--- src/rtl/ro_odometer_ctrl_if.sv ---
// Odometer-side bus of the sequencing controller: stress/measure controls,
// RO selects and the returned frequency counts.
interface ro_odometer_ctrl_if #(
    parameter int MUX_SEL_SIZE = 3
);
    logic                    go;
    logic                    en_out;
    logic [MUX_SEL_SIZE-1:0] r_mux_sel;
    logic [MUX_SEL_SIZE-1:0] s_mux_sel;
    logic [31:0]             r_freq;
    logic [31:0]             s_freq;
    logic                    valid_out;

    modport master (
        output go, en_out, r_mux_sel, s_mux_sel,
        input  r_freq, s_freq, valid_out
    );

    modport slave (
        input  go, en_out, r_mux_sel, s_mux_sel,
        output r_freq, s_freq, valid_out
    );
endinterface

--- src/rtl/ro_odometer_ctrl.sv ---
// Sweeps every CDIR sensor pair through stress / measure / capture and flags
// pairs whose reference-minus-stressed frequency drop exceeds a threshold.
module ro_odometer_ctrl #(
    parameter int NO_CDIR        = 8,
    parameter int MUX_SEL_SIZE   = $clog2(NO_CDIR),
    parameter int GO_CYCLES      = 5,
    parameter int STRESS_CYCLES  = 50,
    parameter int EN_CYCLES      = 5,
    parameter int TIMEOUT_CYCLES = 4096
) (
    input  logic                    clk,
    input  logic                    rst,
    input  logic                    start,
    input  logic                    abort,
    input  logic [31:0]             thresh,
    ro_odometer_ctrl_if.master      odo,
    output logic                    busy,
    output logic                    result_valid,
    output logic [MUX_SEL_SIZE-1:0] result_idx,
    output logic [31:0]             result_diff,
    output logic                    result_flag,
    output logic                    recycled,
    output logic                    done,
    output logic                    timeout_err
);
    localparam logic [2:0] IDLE       = 3'd0;
    localparam logic [2:0] GO         = 3'd1;
    localparam logic [2:0] STRESS     = 3'd2;
    localparam logic [2:0] MEAS       = 3'd3;
    localparam logic [2:0] WAIT_VALID = 3'd4;
    localparam logic [2:0] CAPTURE    = 3'd5;
    localparam logic [2:0] NEXT       = 3'd6;
    localparam logic [2:0] DONE       = 3'd7;

    localparam int CNT_MAX = (TIMEOUT_CYCLES > STRESS_CYCLES) ?
                             ((TIMEOUT_CYCLES > GO_CYCLES + EN_CYCLES) ? TIMEOUT_CYCLES : GO_CYCLES + EN_CYCLES) :
                             ((STRESS_CYCLES > GO_CYCLES + EN_CYCLES) ? STRESS_CYCLES : GO_CYCLES + EN_CYCLES);
    localparam int CNT_W = $clog2(CNT_MAX + 1);

    localparam logic [MUX_SEL_SIZE-1:0] LAST_IDX = MUX_SEL_SIZE'(NO_CDIR - 1);

    logic [2:0]              state;
    logic [CNT_W-1:0]        cnt;
    logic [MUX_SEL_SIZE-1:0] idx;
    logic                    armed;
    logic [31:0]             thresh_q;
    logic [31:0]             diff;
    logic                    flag;

    // Controls decode straight from the state register so an async reset
    // drops them without waiting for a clock.
    assign odo.go        = (state == GO);
    assign odo.en_out    = (state == MEAS);
    assign odo.r_mux_sel = idx;
    assign odo.s_mux_sel = idx;
    assign done          = (state == DONE);

    assign diff = (odo.r_freq >= odo.s_freq) ? (odo.r_freq - odo.s_freq) : 32'd0;
    assign flag = (diff > thresh_q);

    always_ff @(posedge clk or posedge rst) begin
        if (rst) begin
            state        <= IDLE;
            cnt          <= '0;
            idx          <= '0;
            armed        <= 1'b0;
            thresh_q     <= '0;
            busy         <= 1'b0;
            result_valid <= 1'b0;
            result_idx   <= '0;
            result_diff  <= '0;
            result_flag  <= 1'b0;
            recycled     <= 1'b0;
            timeout_err  <= 1'b0;
        end else begin
            result_valid <= 1'b0;
            cnt          <= cnt + 1'b1;
            // A valid_out low anywhere in the pair proves the odometer restarted,
            // so a level left over from the previous pair can't be captured.
            if ((state inside {GO, STRESS, MEAS, WAIT_VALID}) && !odo.valid_out)
                armed <= 1'b1;

            if (abort && (state != IDLE)) begin
                state <= IDLE;
                busy  <= 1'b0;
                idx   <= '0;
            end else begin
                case (state)
                    IDLE: if (start) begin
                        busy        <= 1'b1;
                        recycled    <= 1'b0;
                        timeout_err <= 1'b0;
                        idx         <= '0;
                        thresh_q    <= thresh;
                        cnt         <= '0;
                        armed       <= 1'b0;
                        state       <= GO;
                    end
                    GO: if (cnt == CNT_W'(GO_CYCLES - 1)) begin
                        cnt   <= '0;
                        state <= STRESS;
                    end
                    STRESS: if (cnt == CNT_W'(STRESS_CYCLES - 1)) begin
                        cnt   <= '0;
                        state <= MEAS;
                    end
                    MEAS: if (cnt == CNT_W'(EN_CYCLES - 1)) begin
                        cnt   <= '0;
                        state <= WAIT_VALID;
                    end
                    WAIT_VALID: begin
                        if (armed && odo.valid_out) begin
                            result_valid <= 1'b1;
                            result_idx   <= idx;
                            result_diff  <= diff;
                            result_flag  <= flag;
                            recycled     <= recycled | flag;
                            state        <= CAPTURE;
                        end else if (cnt == CNT_W'(TIMEOUT_CYCLES - 1)) begin
                            timeout_err  <= 1'b1;
                            result_valid <= 1'b1;
                            result_idx   <= idx;
                            result_diff  <= '0;
                            result_flag  <= 1'b0;
                            cnt          <= '0;
                            state        <= NEXT;
                        end
                    end
                    CAPTURE: begin
                        cnt   <= '0;
                        state <= NEXT;
                    end
                    // Two cycles: the select moves in the first, go rises after
                    // the second, so the mux has settled a full cycle before stress.
                    NEXT: begin
                        if (cnt == '0) begin
                            if (idx == LAST_IDX) begin
                                busy  <= 1'b0;
                                state <= DONE;
                            end else begin
                                idx <= idx + 1'b1;
                            end
                        end else begin
                            cnt   <= '0;
                            armed <= 1'b0;
                            state <= GO;
                        end
                    end
                    DONE: begin
                        idx   <= '0;
                        state <= IDLE;
                    end
                    default: state <= IDLE;
                endcase
            end
        end
    end
endmodule

--- src/flat_wrapper.sv ---
// flat-port wrapper written by rule: the top's interface ports become plain ports
module ro_odometer_ctrl_flat 
#(
    parameter int NO_CDIR        = 8,
    parameter int MUX_SEL_SIZE   = $clog2(NO_CDIR),
    parameter int GO_CYCLES      = 5,
    parameter int STRESS_CYCLES  = 50,
    parameter int EN_CYCLES      = 5,
    parameter int TIMEOUT_CYCLES = 4096
)
  (clk, rst, start, abort, thresh, busy, result_valid, result_idx, result_diff, result_flag, recycled, done, timeout_err, odo_go, odo_en_out, odo_r_mux_sel, odo_s_mux_sel, odo_r_freq, odo_s_freq, odo_valid_out);
  ro_odometer_ctrl_if #(.MUX_SEL_SIZE(MUX_SEL_SIZE)) odo_i ();
  input  logic clk;
  input  logic rst;
  input  logic start;
  input  logic abort;
  input  logic [31:0] thresh;
  output logic busy;
  output logic result_valid;
  output logic [MUX_SEL_SIZE-1:0] result_idx;
  output logic [31:0] result_diff;
  output logic result_flag;
  output logic recycled;
  output logic done;
  output logic timeout_err;
  output wire logic [$bits(odo_i.go)-1:0] odo_go;
  output wire logic [$bits(odo_i.en_out)-1:0] odo_en_out;
  output wire logic [$bits(odo_i.r_mux_sel)-1:0] odo_r_mux_sel;
  output wire logic [$bits(odo_i.s_mux_sel)-1:0] odo_s_mux_sel;
  input wire logic [$bits(odo_i.r_freq)-1:0] odo_r_freq;
  input wire logic [$bits(odo_i.s_freq)-1:0] odo_s_freq;
  input wire logic [$bits(odo_i.valid_out)-1:0] odo_valid_out;
  assign odo_go = odo_i.go;
  assign odo_en_out = odo_i.en_out;
  assign odo_r_mux_sel = odo_i.r_mux_sel;
  assign odo_s_mux_sel = odo_i.s_mux_sel;
  assign odo_i.r_freq = odo_r_freq;
  assign odo_i.s_freq = odo_s_freq;
  assign odo_i.valid_out = odo_valid_out;
  ro_odometer_ctrl #(.NO_CDIR(NO_CDIR), .MUX_SEL_SIZE(MUX_SEL_SIZE), .GO_CYCLES(GO_CYCLES), .STRESS_CYCLES(STRESS_CYCLES), .EN_CYCLES(EN_CYCLES), .TIMEOUT_CYCLES(TIMEOUT_CYCLES)) u_core (.clk(clk), .rst(rst), .start(start), .abort(abort), .thresh(thresh), .odo(odo_i), .busy(busy), .result_valid(result_valid), .result_idx(result_idx), .result_diff(result_diff), .result_flag(result_flag), .recycled(recycled), .done(done), .timeout_err(timeout_err));
endmodule
--- config.mk ---
export PLATFORM = sky130hd
export DESIGN_NAME = ro_odometer_ctrl_flat
export DESIGN_NICKNAME = d
export VERILOG_FILES = /design/src/rtl/ro_odometer_ctrl_if.sv /design/src/rtl/ro_odometer_ctrl.sv /design/src/flat_wrapper.sv
export SDC_FILE = /design/constraint.sdc
export NUM_CORES = 1
export LEC_CHECK = 0
export BUFFER_PORTS_ARGS = -buffer_cell sky130_fd_sc_hd__buf_4
export CORE_ASPECT_RATIO = 1.5
export CORE_MARGIN = 2
export CORE_UTILIZATION = 40
export CTS_BUF_LIST = sky130_fd_sc_hd__clkbuf_4
export CTS_CLUSTER_DIAMETER = 30
export DETAILED_ROUTE_END_ITERATION = 16
export PLACE_DENSITY = 0.61
export SLEW_MARGIN = 20
export SYNTH_ARGS = -nofsm -noshare
export SYNTH_HDL_FRONTEND = slang
export SYNTH_SLANG_ARGS = --single-unit
--- constraint.sdc ---
create_clock -name clk -period 7.6 [get_ports clk]
set_input_delay 0.76 -clock clk [delete_from_list [all_inputs] [get_ports clk]]
set_output_delay 0.76 -clock clk [all_outputs]
set_load 0.02 [all_outputs]
==> impl_metrics.json <==
{
  "drt_iter0_markers": 237,
  "maxSlewViolCount": 0,
  "routedWlPerCell_um": 15.7,
  "worstHoldPathType": "in -> async",
  "track_usage_pct": 19.6,
  "start_kind": "input port",
  "drive_gt1_share_pct": 22.7,
  "powerDensity_mw_per_mm2": 233,
  "clock-sinks": 92,
  "place_area_mm2": 0.00808,
  "syn_to_final_growth_pct": 21.2,
  "worstPathRequired_ps": 7940,
  "fin_util_pct": 49.3,
  "synthFlopType": "dfrtp_1",
  "end_kind": "flip-flop",
  "gp_congestion": 0.949,
  "critPathMaxFanout": 34,
  "period_share_pct": 65.7,
  "syn_area_mm2": 0.00682,
  "final_common_cell": "buf_4",
  "hpwlAfterDp_um": 14500,
  "initial_utilization_pct": 40.7,
  "vdd.ir_drop.worst_mv": 0.162,
  "finalCriticalPeriod_ps": 4990,
  "h-tree-depth": 3,
  "rows": 58,
  "max_slew_margin_pct": 26.5,
  "drt-pass1-iter-count": 4,
  "finalNetCount": 1110,
  "grt_first_pass_wirelength_um": 28600,
  "vias": 6042,
  "r2r-start": "u_core.state[2]",
  "fin_ws_ps": 2610,
  "die_area_mm2": 0.0181,
  "hold_viol": 0,
  "rsz0062_at_grt": "no",
  "setup_viol": 0,
  "antenna_found_initial": 1,
  "routed_wl_um": 18100,
  "fin_area_mm2": 0.00827,
  "mostFrequentLayoutCells": "buf_4, nand2_1, dfrtp_1, inv_1, nor2_1",
  "arrival_ps": 5330,
  "ys_ff_latch": 92,
  "tns_ps": 0,
  "grt_max_degree": 74,
  "drcViolationCount": 0,
  "cts_tree": "done",
  "fillers": 1691,
  "grt-ovfl-total": 0,
  "fmax_mhz": 200,
  "ctsHoldBuffers": 0,
  "async_reset_ff_share_pct": 100,
  "clk_pin_slew_worst_paths_ps": 140,
  "die_x_um": 111,
  "grt_pass1_vias": 5779,
  "power.total_mw": 1.93,
  "clock_latency_ps": 460,
  "yosysWarnings": 0,
  "cts_buffers": 9,
  "cts_resized": 0,
  "worst_pin_slew_ps": 1100,
  "netlist_instances": 811,
  "outcome": "finished, final reports clean",
  "synth-seq-area-share_pct": 33.7,
  "core_area_mm2": 0.0168,
  "fin_skew_ps": 15.0,
  "critPathKind": "in -> reg",
  "cts-root-buf": "clkbuf_4",
  "syn_nets": 982,
  "postSynthAreaPerCell_um2": 8.41,
  "synth-edff-count": 0,
  "port_buffers": 149,
  "p_leak_nw": 4.24,
  "maxCapViolCount": 0,
  "ys_types": 63,
  "ant_nets": 0,
  "cts_setup_buffers": 0,
  "clockBufferDepth": 2,
  "pin_count": 150,
  "post-place-ws_ps": 2130,
  "viasPerCell": 5.23,
  "crit_path_start": "odo_r_freq[0]",
  "die_h_um": 164
}
-- logic make-up (layout without fill, tap and decap cells) --
group | after synthesis | count (layout) | share of synthesized area, %
simple gates | 259 | 259 | 17.3
compound gates | 229 | 229 | 23.6
xor+xnor | 40 | 40 | 5.14
mux | 1 | 1 | 0.165
fa+ha+maj | 70 | 70 | 12.9
other cells | 0 | 1 | 0
flops | 92 | 92 | 33.7
buf+inv | 120 | 253 | 7.15
-- worst max-delay path, stage by stage --
cell and delay, ps:
buf_4 110, inv_1 40, ha_1 190, inv_1 70
fa_1 390, a21o_1 190, a21oi_1 290, o211ai_1 200
nand2_1 140, a221o_1 200, a21oi_2 90, nor2_4 460
buf_4 490, nor2_1 110, ha_1 300, a21o_1 160
a21o_1 170, a21oi_1 180, o21a_1 140, o221ai_1 120
a221oi_1 280, a211o_1 160, o21ai_0 70
-- where the power goes --
| group | switching (mW) | total, mW | leakage (nW) | internal [mW] |
|---|---|---|---|---|
| registers | 0.0822 | 0.695 | 1.22 | 0.613 |
| clock network | 0.175 | 0.340 | 0.0936 | 0.165 |
| logic | 0.535 | 0.891 | 2.93 | 0.356 |
| total | 0.791 | 1.93 | 4.24 | 1.13 |
-- area by class of cell --
class	count	area, um2	share of cell area, %
multi-input cells	599	4050	49.0
flip-flops and latches	92	2300	27.8
repair buffers	154	1160	14.0
inverters	83	313	3.78
well taps	210	263	3.18
clock inverters	7	115	1.39
clock buffers	9	67.6	0.817
diodes	1	2.50	0.0303
-- worst paths after layout --
path	to	slack, ps	cells past startpoint
hold / removal	u_core.thresh_q[10]	250	2
hold reg to reg	u_core.result_idx[2]	510	2
min in group clk	u_core.thresh_q[26]	500	3
setup / recovery	u_core.recycled	2610	23
setup reg to reg	u_core.cnt[9]	5100	5
max in group asynchronous	u_core.thresh_q[18]	6100	3
-- metrics by stage --
step | hold slack (ps) | cells
6_report | 251 | 1155
5_1_grt | 257 | 1155
4_1_cts | 233 | 1154
3_5_place_dp | 481 | 1138
3_3_place_gp | 474 | 1138
2_1_floorplan | 474 | 811
-- cell usage after synthesis, types with 3 or more instances --
| master | instances | area (um2) |
|---|---|---|
| a211o_1 | 3 | 26.3 |
| a21boi_0 | 3 | 22.5 |
| a21o_1 | 28 | 210 |
| a21oi_1 | 53 | 265 |
| a22o_1 | 3 | 26.3 |
| a31oi_1 | 7 | 43.8 |
| and2_1 | 5 | 31.3 |
| and3_1 | 10 | 62.6 |
| buf_2 | 3 | 15.0 |
| buf_4 | 3 | 22.5 |
| buf_6 | 3 | 33.8 |
| clkbuf_1 | 26 | 97.6 |
| dfrtp_1 | 92 | 2300 |
| ha_1 | 69 | 863 |
| inv_1 | 83 | 312 |
| nand2_1 | 105 | 394 |
| nand2b_1 | 3 | 18.8 |
| nand3_1 | 15 | 75.1 |
| nand4_1 | 16 | 100 |
| nor2_1 | 71 | 267 |
| nor2b_1 | 7 | 43.8 |
| nor3_1 | 7 | 35.0 |
| nor4_1 | 5 | 31.3 |
| o211ai_1 | 3 | 22.5 |
| o21a_1 | 4 | 30.0 |
| o21ai_0 | 62 | 310 |
| o21bai_1 | 5 | 37.5 |
| o31ai_1 | 3 | 22.5 |
| o31ai_2 | 29 | 363 |
| or3_1 | 4 | 25.0 |
| xnor2_1 | 20 | 175 |
| xor2_1 | 20 | 175 |
-- sequential cells by signal (all words and copies together), names as in the netlist --
register / count
u_core.result_idx: 3
u_core.cnt: 13
u_core.odo.r_mux_sel: 3
u_core.result_flag: 1
u_core.result_valid: 1
u_core.state: 3
u_core.result_diff: 32
u_core.armed: 1
u_core.busy: 1
u_core.recycled: 1
u_core.thresh_q: 32
u_core.timeout_err: 1
-- routing by layer --
layer  routed length (um)  up-vias  track usage [%]  share of wire, %
met3                  675       22             2.32               3.7
met1                 7770     2831             23.9                43
met4                  386        0             6.76               2.1
met5                    0        -                0                 0
li1                     -     3061                -                 -
met2                 9320      128             35.8                51
(Power assumes the default switching activity.)
